**src/rtl/riscv_pkg.sv**
```systemverilog
// riscv_pkg: shared fetch-stage constants, FSM state type and buffer entry type
package riscv_pkg;
  localparam int XLEN = 32;
  localparam logic [XLEN-1:0] NOP_INSTR = 32'h0000_0013;
  typedef enum logic [1:0] {IDLE, REQ, WAIT, FLUSH} fetch_state_t;
  typedef struct packed {
    logic [XLEN-1:0] pc;
    logic [XLEN-1:0] instr;
  } fetch_entry_t;
endpackage

```
**src/rtl/fetch_if.sv**
```systemverilog
// fetch_if: imem req/gnt/rvalid bus plus redirect and decode valid/stall handshake of the fetch stage
interface fetch_if;
  import riscv_pkg::*;
  logic imem_req_o;
  logic [XLEN-1:0] imem_addr_o;
  logic imem_gnt_i;
  logic imem_rvalid_i;
  logic [XLEN-1:0] imem_rdata_i;
  logic redirect_i;
  logic [XLEN-1:0] redirect_pc_i;
  logic stall_i;
  logic [XLEN-1:0] instr_o;
  logic [XLEN-1:0] pc_o;
  logic instr_valid_o;
  modport master (
    output imem_req_o, imem_addr_o, instr_o, pc_o, instr_valid_o,
    input imem_gnt_i, imem_rvalid_i, imem_rdata_i, redirect_i, redirect_pc_i, stall_i
  );
  modport slave (
    input imem_req_o, imem_addr_o, instr_o, pc_o, instr_valid_o,
    output imem_gnt_i, imem_rvalid_i, imem_rdata_i, redirect_i, redirect_pc_i, stall_i
  );
endinterface

```
**src/rtl/fetch_buffer.sv**
```systemverilog
// fetch_buffer: synchronous FIFO of {pc, instr} entries with push/pop/flush and head/count outputs
module fetch_buffer
  import riscv_pkg::*;
#(
  parameter int DEPTH = 2
) (
  input  logic                   i_clk,
  input  logic                   i_rst,
  input  logic                   i_push,
  input  logic                   i_pop,
  input  logic                   i_flush,
  input  fetch_entry_t           i_data,
  output fetch_entry_t           o_head,
  output logic [$clog2(DEPTH):0] o_count,
  output logic                   o_empty
);
  localparam int AW = $clog2(DEPTH);
  fetch_entry_t r_mem [DEPTH];
  logic [AW-1:0] r_rd, r_wr;
  logic [AW:0] r_count;
  always_ff @(posedge i_clk or posedge i_rst)
    if (i_rst) begin
      r_rd <= '0;
      r_wr <= '0;
      r_count <= '0;
    end else if (i_flush) begin
      r_rd <= '0;
      r_wr <= '0;
      r_count <= '0;
    end else begin
      r_wr <= r_wr + AW'(i_push);
      r_rd <= r_rd + AW'(i_pop);
      r_count <= r_count + (AW+1)'(i_push) - (AW+1)'(i_pop);
    end
  always_ff @(posedge i_clk)
    if (i_push && !i_flush) r_mem[r_wr] <= i_data;
  assign o_head = r_mem[r_rd];
  assign o_count = r_count;
  assign o_empty = r_count == '0;
endmodule

```
**src/rtl/fetch_stage.sv**
```systemverilog
// fetch_stage: owns the PC, fetches words over req/gnt/rvalid and feeds them to decode through a small buffer
module fetch_stage
  import riscv_pkg::*;
#(
  parameter logic [XLEN-1:0] RESET_PC = 32'h0000_1000,
  parameter int BUF_DEPTH = 2
) (
  input logic clk_i,
  input logic rsn_i,
  fetch_if.master bus
);
  localparam int CW = $clog2(BUF_DEPTH) + 1;
  fetch_state_t r_state, w_state_nx;
  logic [XLEN-1:0] r_pc, r_req_pc, w_pc_nx, w_redir_pc;
  logic [CW-1:0] w_count, w_count_nx;
  logic w_empty, w_push, w_pop, w_flush, w_room, w_gnt;
  fetch_entry_t w_head, w_entry;
  assign w_flush = bus.redirect_i;
  assign w_redir_pc = bus.redirect_pc_i & ~XLEN'(3);
  assign w_gnt = r_state == REQ && bus.imem_gnt_i;
  assign w_pop = !w_empty && !bus.stall_i;
  assign w_push = r_state == WAIT && bus.imem_rvalid_i && !w_flush;
  assign w_entry = {r_req_pc, bus.imem_rdata_i};
  assign w_count_nx = w_flush ? '0 : w_count + CW'(w_push) - CW'(w_pop);
  assign w_room = w_count_nx < CW'(BUF_DEPTH);
  always_comb begin
    w_state_nx = r_state;
    w_pc_nx = w_flush ? w_redir_pc : w_gnt ? r_pc + XLEN'(4) : r_pc;
    case (r_state)
      IDLE:    w_state_nx = w_room ? REQ : IDLE;
      REQ:     w_state_nx = bus.imem_gnt_i ? (w_flush ? FLUSH : WAIT) : REQ;
      WAIT:    w_state_nx = bus.imem_rvalid_i ? (w_room ? REQ : IDLE) : (w_flush ? FLUSH : WAIT);
      FLUSH:   w_state_nx = bus.imem_rvalid_i ? (w_room ? REQ : IDLE) : FLUSH;
      default: w_state_nx = IDLE;
    endcase
  end
  always_ff @(posedge clk_i or posedge rsn_i)
    if (rsn_i) begin
      r_state <= IDLE;
      r_pc <= RESET_PC;
      r_req_pc <= '0;
    end else begin
      r_state <= w_state_nx;
      r_pc <= w_pc_nx;
      if (w_gnt) r_req_pc <= r_pc;
    end
  fetch_buffer #(.DEPTH(BUF_DEPTH)) u_buf (
    .i_clk(clk_i),
    .i_rst(rsn_i),
    .i_push(w_push),
    .i_pop(w_pop),
    .i_flush(w_flush),
    .i_data(w_entry),
    .o_head(w_head),
    .o_count(w_count),
    .o_empty(w_empty)
  );
  assign bus.imem_req_o = r_state == REQ;
  assign bus.imem_addr_o = r_pc;
  assign bus.instr_valid_o = !w_empty;
  assign bus.instr_o = w_empty ? NOP_INSTR : w_head.instr;
  assign bus.pc_o = w_empty ? '0 : w_head.pc;
endmodule
```
**src/flat_wrapper.sv**
```systemverilog
// flat-port wrapper written by rule: the top's interface ports become plain ports
module fetch_stage_flat import riscv_pkg::*;
#(
  parameter logic [XLEN-1:0] RESET_PC = 32'h0000_1000,
  parameter int BUF_DEPTH = 2
)
  (clk_i, rsn_i, bus_imem_req_o, bus_imem_addr_o, bus_instr_o, bus_pc_o, bus_instr_valid_o, bus_imem_gnt_i, bus_imem_rvalid_i, bus_imem_rdata_i, bus_redirect_i, bus_redirect_pc_i, bus_stall_i);
  fetch_if bus_i ();
  input logic clk_i;
  input logic rsn_i;
  output wire logic [$bits(bus_i.imem_req_o)-1:0] bus_imem_req_o;
  output wire logic [$bits(bus_i.imem_addr_o)-1:0] bus_imem_addr_o;
  output wire logic [$bits(bus_i.instr_o)-1:0] bus_instr_o;
  output wire logic [$bits(bus_i.pc_o)-1:0] bus_pc_o;
  output wire logic [$bits(bus_i.instr_valid_o)-1:0] bus_instr_valid_o;
  input wire logic [$bits(bus_i.imem_gnt_i)-1:0] bus_imem_gnt_i;
  input wire logic [$bits(bus_i.imem_rvalid_i)-1:0] bus_imem_rvalid_i;
  input wire logic [$bits(bus_i.imem_rdata_i)-1:0] bus_imem_rdata_i;
  input wire logic [$bits(bus_i.redirect_i)-1:0] bus_redirect_i;
  input wire logic [$bits(bus_i.redirect_pc_i)-1:0] bus_redirect_pc_i;
  input wire logic [$bits(bus_i.stall_i)-1:0] bus_stall_i;
  assign bus_imem_req_o = bus_i.imem_req_o;
  assign bus_imem_addr_o = bus_i.imem_addr_o;
  assign bus_instr_o = bus_i.instr_o;
  assign bus_pc_o = bus_i.pc_o;
  assign bus_instr_valid_o = bus_i.instr_valid_o;
  assign bus_i.imem_gnt_i = bus_imem_gnt_i;
  assign bus_i.imem_rvalid_i = bus_imem_rvalid_i;
  assign bus_i.imem_rdata_i = bus_imem_rdata_i;
  assign bus_i.redirect_i = bus_redirect_i;
  assign bus_i.redirect_pc_i = bus_redirect_pc_i;
  assign bus_i.stall_i = bus_stall_i;
  fetch_stage #(.RESET_PC(RESET_PC), .BUF_DEPTH(BUF_DEPTH)) u_core (.clk_i(clk_i), .rsn_i(rsn_i), .bus(bus_i));
endmodule
```
**config.mk**
```make
export PLATFORM = sky130hd
export DESIGN_NAME = fetch_stage_flat
export DESIGN_NICKNAME = d
export VERILOG_FILES = /design/src/rtl/riscv_pkg.sv /design/src/rtl/fetch_if.sv /design/src/rtl/fetch_buffer.sv /design/src/rtl/fetch_stage.sv /design/src/flat_wrapper.sv
export SDC_FILE = /design/constraint.sdc
export NUM_CORES = 1
export LEC_CHECK = 0
export ABC_CLOCK_PERIOD_IN_PS = 2750
export CAP_MARGIN = 5
export CORE_MARGIN = 3
export CORE_UTILIZATION = 45
export CTS_BUF_LIST = sky130_fd_sc_hd__clkbuf_4 sky130_fd_sc_hd__clkbuf_8 sky130_fd_sc_hd__clkbuf_16
export DETAILED_ROUTE_END_ITERATION = 8
export PLACE_DENSITY = 0.75
export SKIP_CTS_REPAIR_TIMING = 1
export SLEW_MARGIN = 20
export SYNTH_ARGS = -nofsm -noshare
export SYNTH_HDL_FRONTEND = slang
export SYNTH_SLANG_ARGS = --single-unit
```
**constraint.sdc**
```tcl
create_clock -name clk_i -period 2.75 [get_ports clk_i]
set_input_delay 0.825 -clock clk_i [delete_from_list [all_inputs] [get_ports clk_i]]
set_output_delay 0.825 -clock clk_i [all_outputs]
set_load 0.03 [all_outputs]
```
# Word level (Yosys, flattened, before mapping)
# Memory sizes are Yosys's and may differ from the RTL's.
# Index checks and enable logic that the tools add are counted.
[op_classes]
add_sub_neg = 5
magnitude_cmp = 1
n_eq_ne = 3
muxes = 15
reduce_logical = 11
[op_table]
columns = ["cell", "n"]
rows = [
  ["$mux 32", 4],
  ["$add 32x3->32 const B", 1],
  ["$mux 2", 4],
  ["$pmux 2 s4", 1],
  ["$mux 1", 6],
  ["$logic_and 1x1->1", 5],
  ["$eq 2x2->1 const B", 2],
  ["$logic_not 2->1", 2],
  ["$logic_not 1->1", 3],
  ["$add 1x1->1", 2],
  ["$add 2x1->2", 1],
  ["$eq 2x1->1 const B", 1],
  ["$lt 2x2->1 const B", 1],
  ["$reduce_bool 2->1", 1],
  ["$sub 2x1->2", 1],
]
[word_totals]
regBits = 70
ramBits = 128
wordCells = 42
mem_count = 1
[memory_table]
columns = ["name", "words", "width", "rd", "rd_clocked_by_memory_dff", "write_ports", "line", "text"]
rows = [
  ["u_core.u_buf.r_mem", 2, 64, 1, 0, 1, "fetch_buffer.sv:18", "fetch_entry_t r_mem [DEPTH];"],
]

# Depth between registers and ports, before layout
[logic_depth]
depth_word = 10
depth_mapped = 8

# Hierarchy
# A second synthesis with hierarchy kept.
[hier_totals]
hier_cells = 600
hier_area_um2 = 8569.5
[by_module_without_submodules]
columns = ["mod", "n_inst", "cells_each", "area_per_inst_um2", "seq_area_each_um2"]
rows = [
  ["fetch_buffer", 1, 218, 5038.6, 3943.8],
  ["fetch_stage", 1, 382, 3530.9, 1552.7],
]

# Least setup slack after synthesis
# Ideal clock, no wire load.
[synth_timing]
path_kind = "input port to flip-flop"
startpoint = "input bus_redirect_i"
endpoint = "memory u_core.u_buf.r_mem[1][0] (netlist name) (enable)"
setup_time_ps = 427
t_arrival_ps = 3164
setup_slack_ps = -840
stages = 5
cell_sequence = "buf_6 > clkbuf_8 > clkbuf_1 > nor3_1 > ha_1"
[synth_between]
elab_chain_len = 5
[synth_rtl]
columns = ["item", "line", "text"]
rows = [
  ["start: declaration", "flat_wrapper.sv:19", "input wire logic [$bits(bus_i.redirect_i)-1:0] bus_redirect_i;"],
  ["$logic_not 1->1 (*)", "fetch_buffer.sv:36, fetch_stage.sv:22", ""],
  ["$logic_and 1x1->1", "fetch_stage.sv:22", "assign w_push = r_state == WAIT && bus.imem_rvalid_i && !w_flush;"],
  ["$logic_and 1x1->1 (*)", "fetch_buffer.sv:36", "if (i_push && !i_flush) r_mem[r_wr] <= i_data;"],
  ["$mux 1 (*)", "fetch_buffer.sv:36", ""],
  ["$mux 1 (implied by the code) (*)", "fetch_buffer.sv:36", ""],
  ["end: declaration", "fetch_buffer.sv:18", ""],
]
# Every way passes the cells marked *; elsewhere a longest branch is shown, timed or not.

# Worst setup path after layout
[layout_timing]
startpoint = "register u_core.u_buf.r_rd"
endpoint = "output bus_instr_o[19]"
[layout_between]
elab_chain_len = 2
[layout_rtl]
columns = ["item", "line", "text"]
rows = [
  ["start: declaration", "fetch_buffer.sv:19", "logic [AW-1:0] r_rd, r_wr;"],
  ["start signal: assignment", "fetch_buffer.sv:32", "r_rd <= r_rd + AW'(i_pop);"],
  ["$mem_v2 2x64", "n/a", ""],
  ["$mux 32", "fetch_stage.sv:61", "assign bus.instr_o = w_empty ? NOP_INSTR : w_head.instr;"],
  ["end: declaration", "flat_wrapper.sv:13", "output wire logic [$bits(bus_i.instr_o)-1:0] bus_instr_o;"],
]
# No other way between the ends.

==> impl_metrics.yaml <==
power_and_ir_drop:
  leakagePower_nw: 4.41
  vdd_ir_drop_max_uv: 557
  power.total_mw: 9.77
  powerDensity_nw_per_um2: 924
logic_synthesis:
  ys_types: 48
  yosys.area.top_type: "edfxtp_1"
  yosysWarnings: 0
  synth_edf_count: 124
  synthXorXnorAreaFrac_pct: 1.43
  yosysMostFrequentCell: "edfxtp_1"
  synth_ff_type: "edfxtp_1"
  syn_area_per_cell_um2: 12.5
  ys_seq_area_share_pct: 67.5
  syn_inst: 635
  ys_ff_latch: 190
  synthAdderAreaFrac_pct: 0.785
  synth_top_family_by_area: "simple AND/OR/NAND/NOR gates"
  async_reset_ff_share_pct: 34.7
  synthSimpleGateAreaFrac_pct: 14.9
  synth_compound_area_share_pct: 4.51
  netlist.area_leader.share_pct: 46.7
  synth_area_um2: 7970
  yosys-top-cells-count: "124 x edfxtp_1, 104 x nand2_1, 80 x nor2_1"
  yosys-top-cells-area: "edfxtp_1 47%, dfrtp_1 20%, mux2i_1 7.9%"
  synthMuxAreaShare_pct: 7.91
setup_path:
  crit_family: "buffers and inverters"
  cp_cell_sequence: "buf_4 -> buf_6 -> mux2i_2 -> nor2_1 -> buf_4"
  cp-end-kind: "output pin"
  required_ns: 1.93
  cp_max_fo: 11
  path_buf_inv: 3
  crit_path_max_incr_delay_ns: 0.48
  cp_common_cell: "buf_4"
  start_kind: "flop"
  cp_slowest_cell: "dfrtp_4"
  arrival_ns: 1.79
  criticalPathCategory: "reg2out"
clocking:
  cts_root_buf: "clkbuf_16"
  clkTransAtPathRegs_ns: 0.07
  cts_max_level: 4
  clock_sinks: 190
  cts_made_buffers: 17
  cts_tree: "built"
  cts_buffer_depth: 2
  clkLatencyLatePin_ns: 0.42
detailed_routing:
  dr.pass1.iters: 5
  postRouteAntennaNets: 0
  vias_per_cell: 5.25
  drt_wl_total_mm: 17.3
  vias: 5472
  drt-initial-drc-count: 365
  drcViolationCount: 0
  post_drt_wl_per_cell_um: 16.6
global_routing:
  grt_pass1_wl_mm: 28.5
  grt_start_max_net_pins: 67
  grt_use_met3_pct: 3.62
  grt_util_met2_pct: 30.1
  antenna_found_initial: 0
  grt_use_total_pct: 18.3
  grt.busiest_layer: "met2"
  grtUsageMet1_pct: 24.8
  grt_pass1_vias: 5523
  grt-ovfl-total: 0
place:
  port_buffers: 161
  placedCellCount: 1011
  place.gp.congestion: 0.919
  hpwlAfterDp_mm: 11.9
layout:
  drive_gt1_share_pct: 13.0
  nFillCells: 1366
  ff_latch_area_um2: 5380
  fin_cells: 1043
  antenna_cells: 0
  final_net_count: 880
  final_util_pct: 61.1
  multi_input_area_um2: 2380
  area_delta_synth_final_pct: 32.7
sta:
  hold_viol: 0
  finalCritPeriodShare_pct: 95.2
  holdWs_ns: 0.470
  timing.slew.headroom_pct: 65.1
  fmax_ghz: 0.382
  fin_crit_ns: 2.62
  finalSetupViolCount: 0
  skew_ns: 0.0129
  slew_viol_final: 0
  tightest_slew_ns: 0.522
  rsz0062_at_grt: "false"
die:
  die_w_um: 139
  core-area_um2: 17300
  die_height_um: 139
  start_util_pct: 46.1
  rows: 48
  dieArea_um2: 19300
  ioPinCount: 168
hold_path:
  holdCritPathClass: "reg2reg"
status:
  outcome: "completed"
flow_run:
  drv_cap: 0
-- worst paths after layout --
| path | start | endpoint | slack, ns | cells past startpoint |
|---|---|---|---|---|
| min in group asynchronous | rsn_i | u_core.bus.imem_addr_o[4] | 0.79 | 3 |
| max | u_core.u_buf.r_rd | bus_instr_o[19] | 0.13 | 5 |
| min | u_core.r_req_pc[5] | u_core.u_buf.r_mem[1][37] | 0.47 | 0 |
| min reg2reg | u_core.r_req_pc[5] | u_core.u_buf.r_mem[1][37] | 0.47 | 0 |
| max in group asynchronous | rsn_i | u_core.u_buf.r_rd | 1.65 | 3 |
| max reg2reg | u_core.bus.imem_addr_o[2] | u_core.bus.imem_addr_o[24] | 0.37 | 5 |
-- cell usage in the layout, fill, tap and decap left out, drive strengths merged, types with 6 or more instances in the layout --
cell           synthesis  final
clkbuf                22     22
dfrtp                 65     65
clkdlybuf4s50          0     97
edfxtp               124    124
inv                   13     17
buf                   14     56
o21ai                 25     25
nand4                 13     13
xnor2                  7      7
o31ai                  7      7
dlymetal6s2s           0     31
a31oi                 12     12
nand2                105    105
xor2                   6      6
nand3                 13     13
nor2                  80     80
or4                   11     11
mux2i                 63     63
-- per-stage QoR --
| step | setup slack [ns] | area (um2) | TNS, ns |
|---|---|---|---|
| 3_5_place_dp | -0.180 | 9900 | -0.687 |
| 4_1_cts | -0.243 | 10500 | -4.76 |
| 6_report | 0.132 | 10600 | 0 |
| 2_1_floorplan | -0.217 | 7980 | -26.96 |
| 3_3_place_gp | -0.0993 | 9900 | -0.327 |
| 5_1_grt | 0.0103 | 10600 | 0 |
-- metal layers --
layer,part of all wire (%),wire length [um]
met3,5.2,899
met5,0,0
met4,1.2,208
met1,44,7640
met2,49,8530
-- logic make-up after synthesis --
logic type                 after synthesis
AOI/OAI and AO/OA                       57
xor gates and xnor gates                13
adders and majority gates                5
buffers and inverters                   50
DFF                                    190
muxes                                   63
other                                    1
and+or+nand+nor                        256
-- state kept, by name (all words and copies together) (netlist names) --
signal / count
u_core.u_buf.r_mem: 124
u_core.u_buf.o_count: 2
u_core.bus.imem_addr_o: 30
u_core.r_req_pc: 30
u_core.r_state: 2
u_core.u_buf.r_rd: 1
u_core.u_buf.r_wr: 1
-- final cells by class --
cell class                      instances  area share, %
Clock buffer                           22           4.83
Clock inverter                         10          0.698
Inverter                               14          0.497
Multi-Input combinational cell        398           22.6
Tap cell                              225           2.66
Timing Repair Buffer                  184           17.9
Sequential cell                       190           50.9
-- where the power goes --
part           internal, mW  switching, mW
logic                  1.39           2.15
clock network          1.33           1.03
registers              3.51          0.354
total                  6.24           3.54
Power figures use the tool's default switching activity.
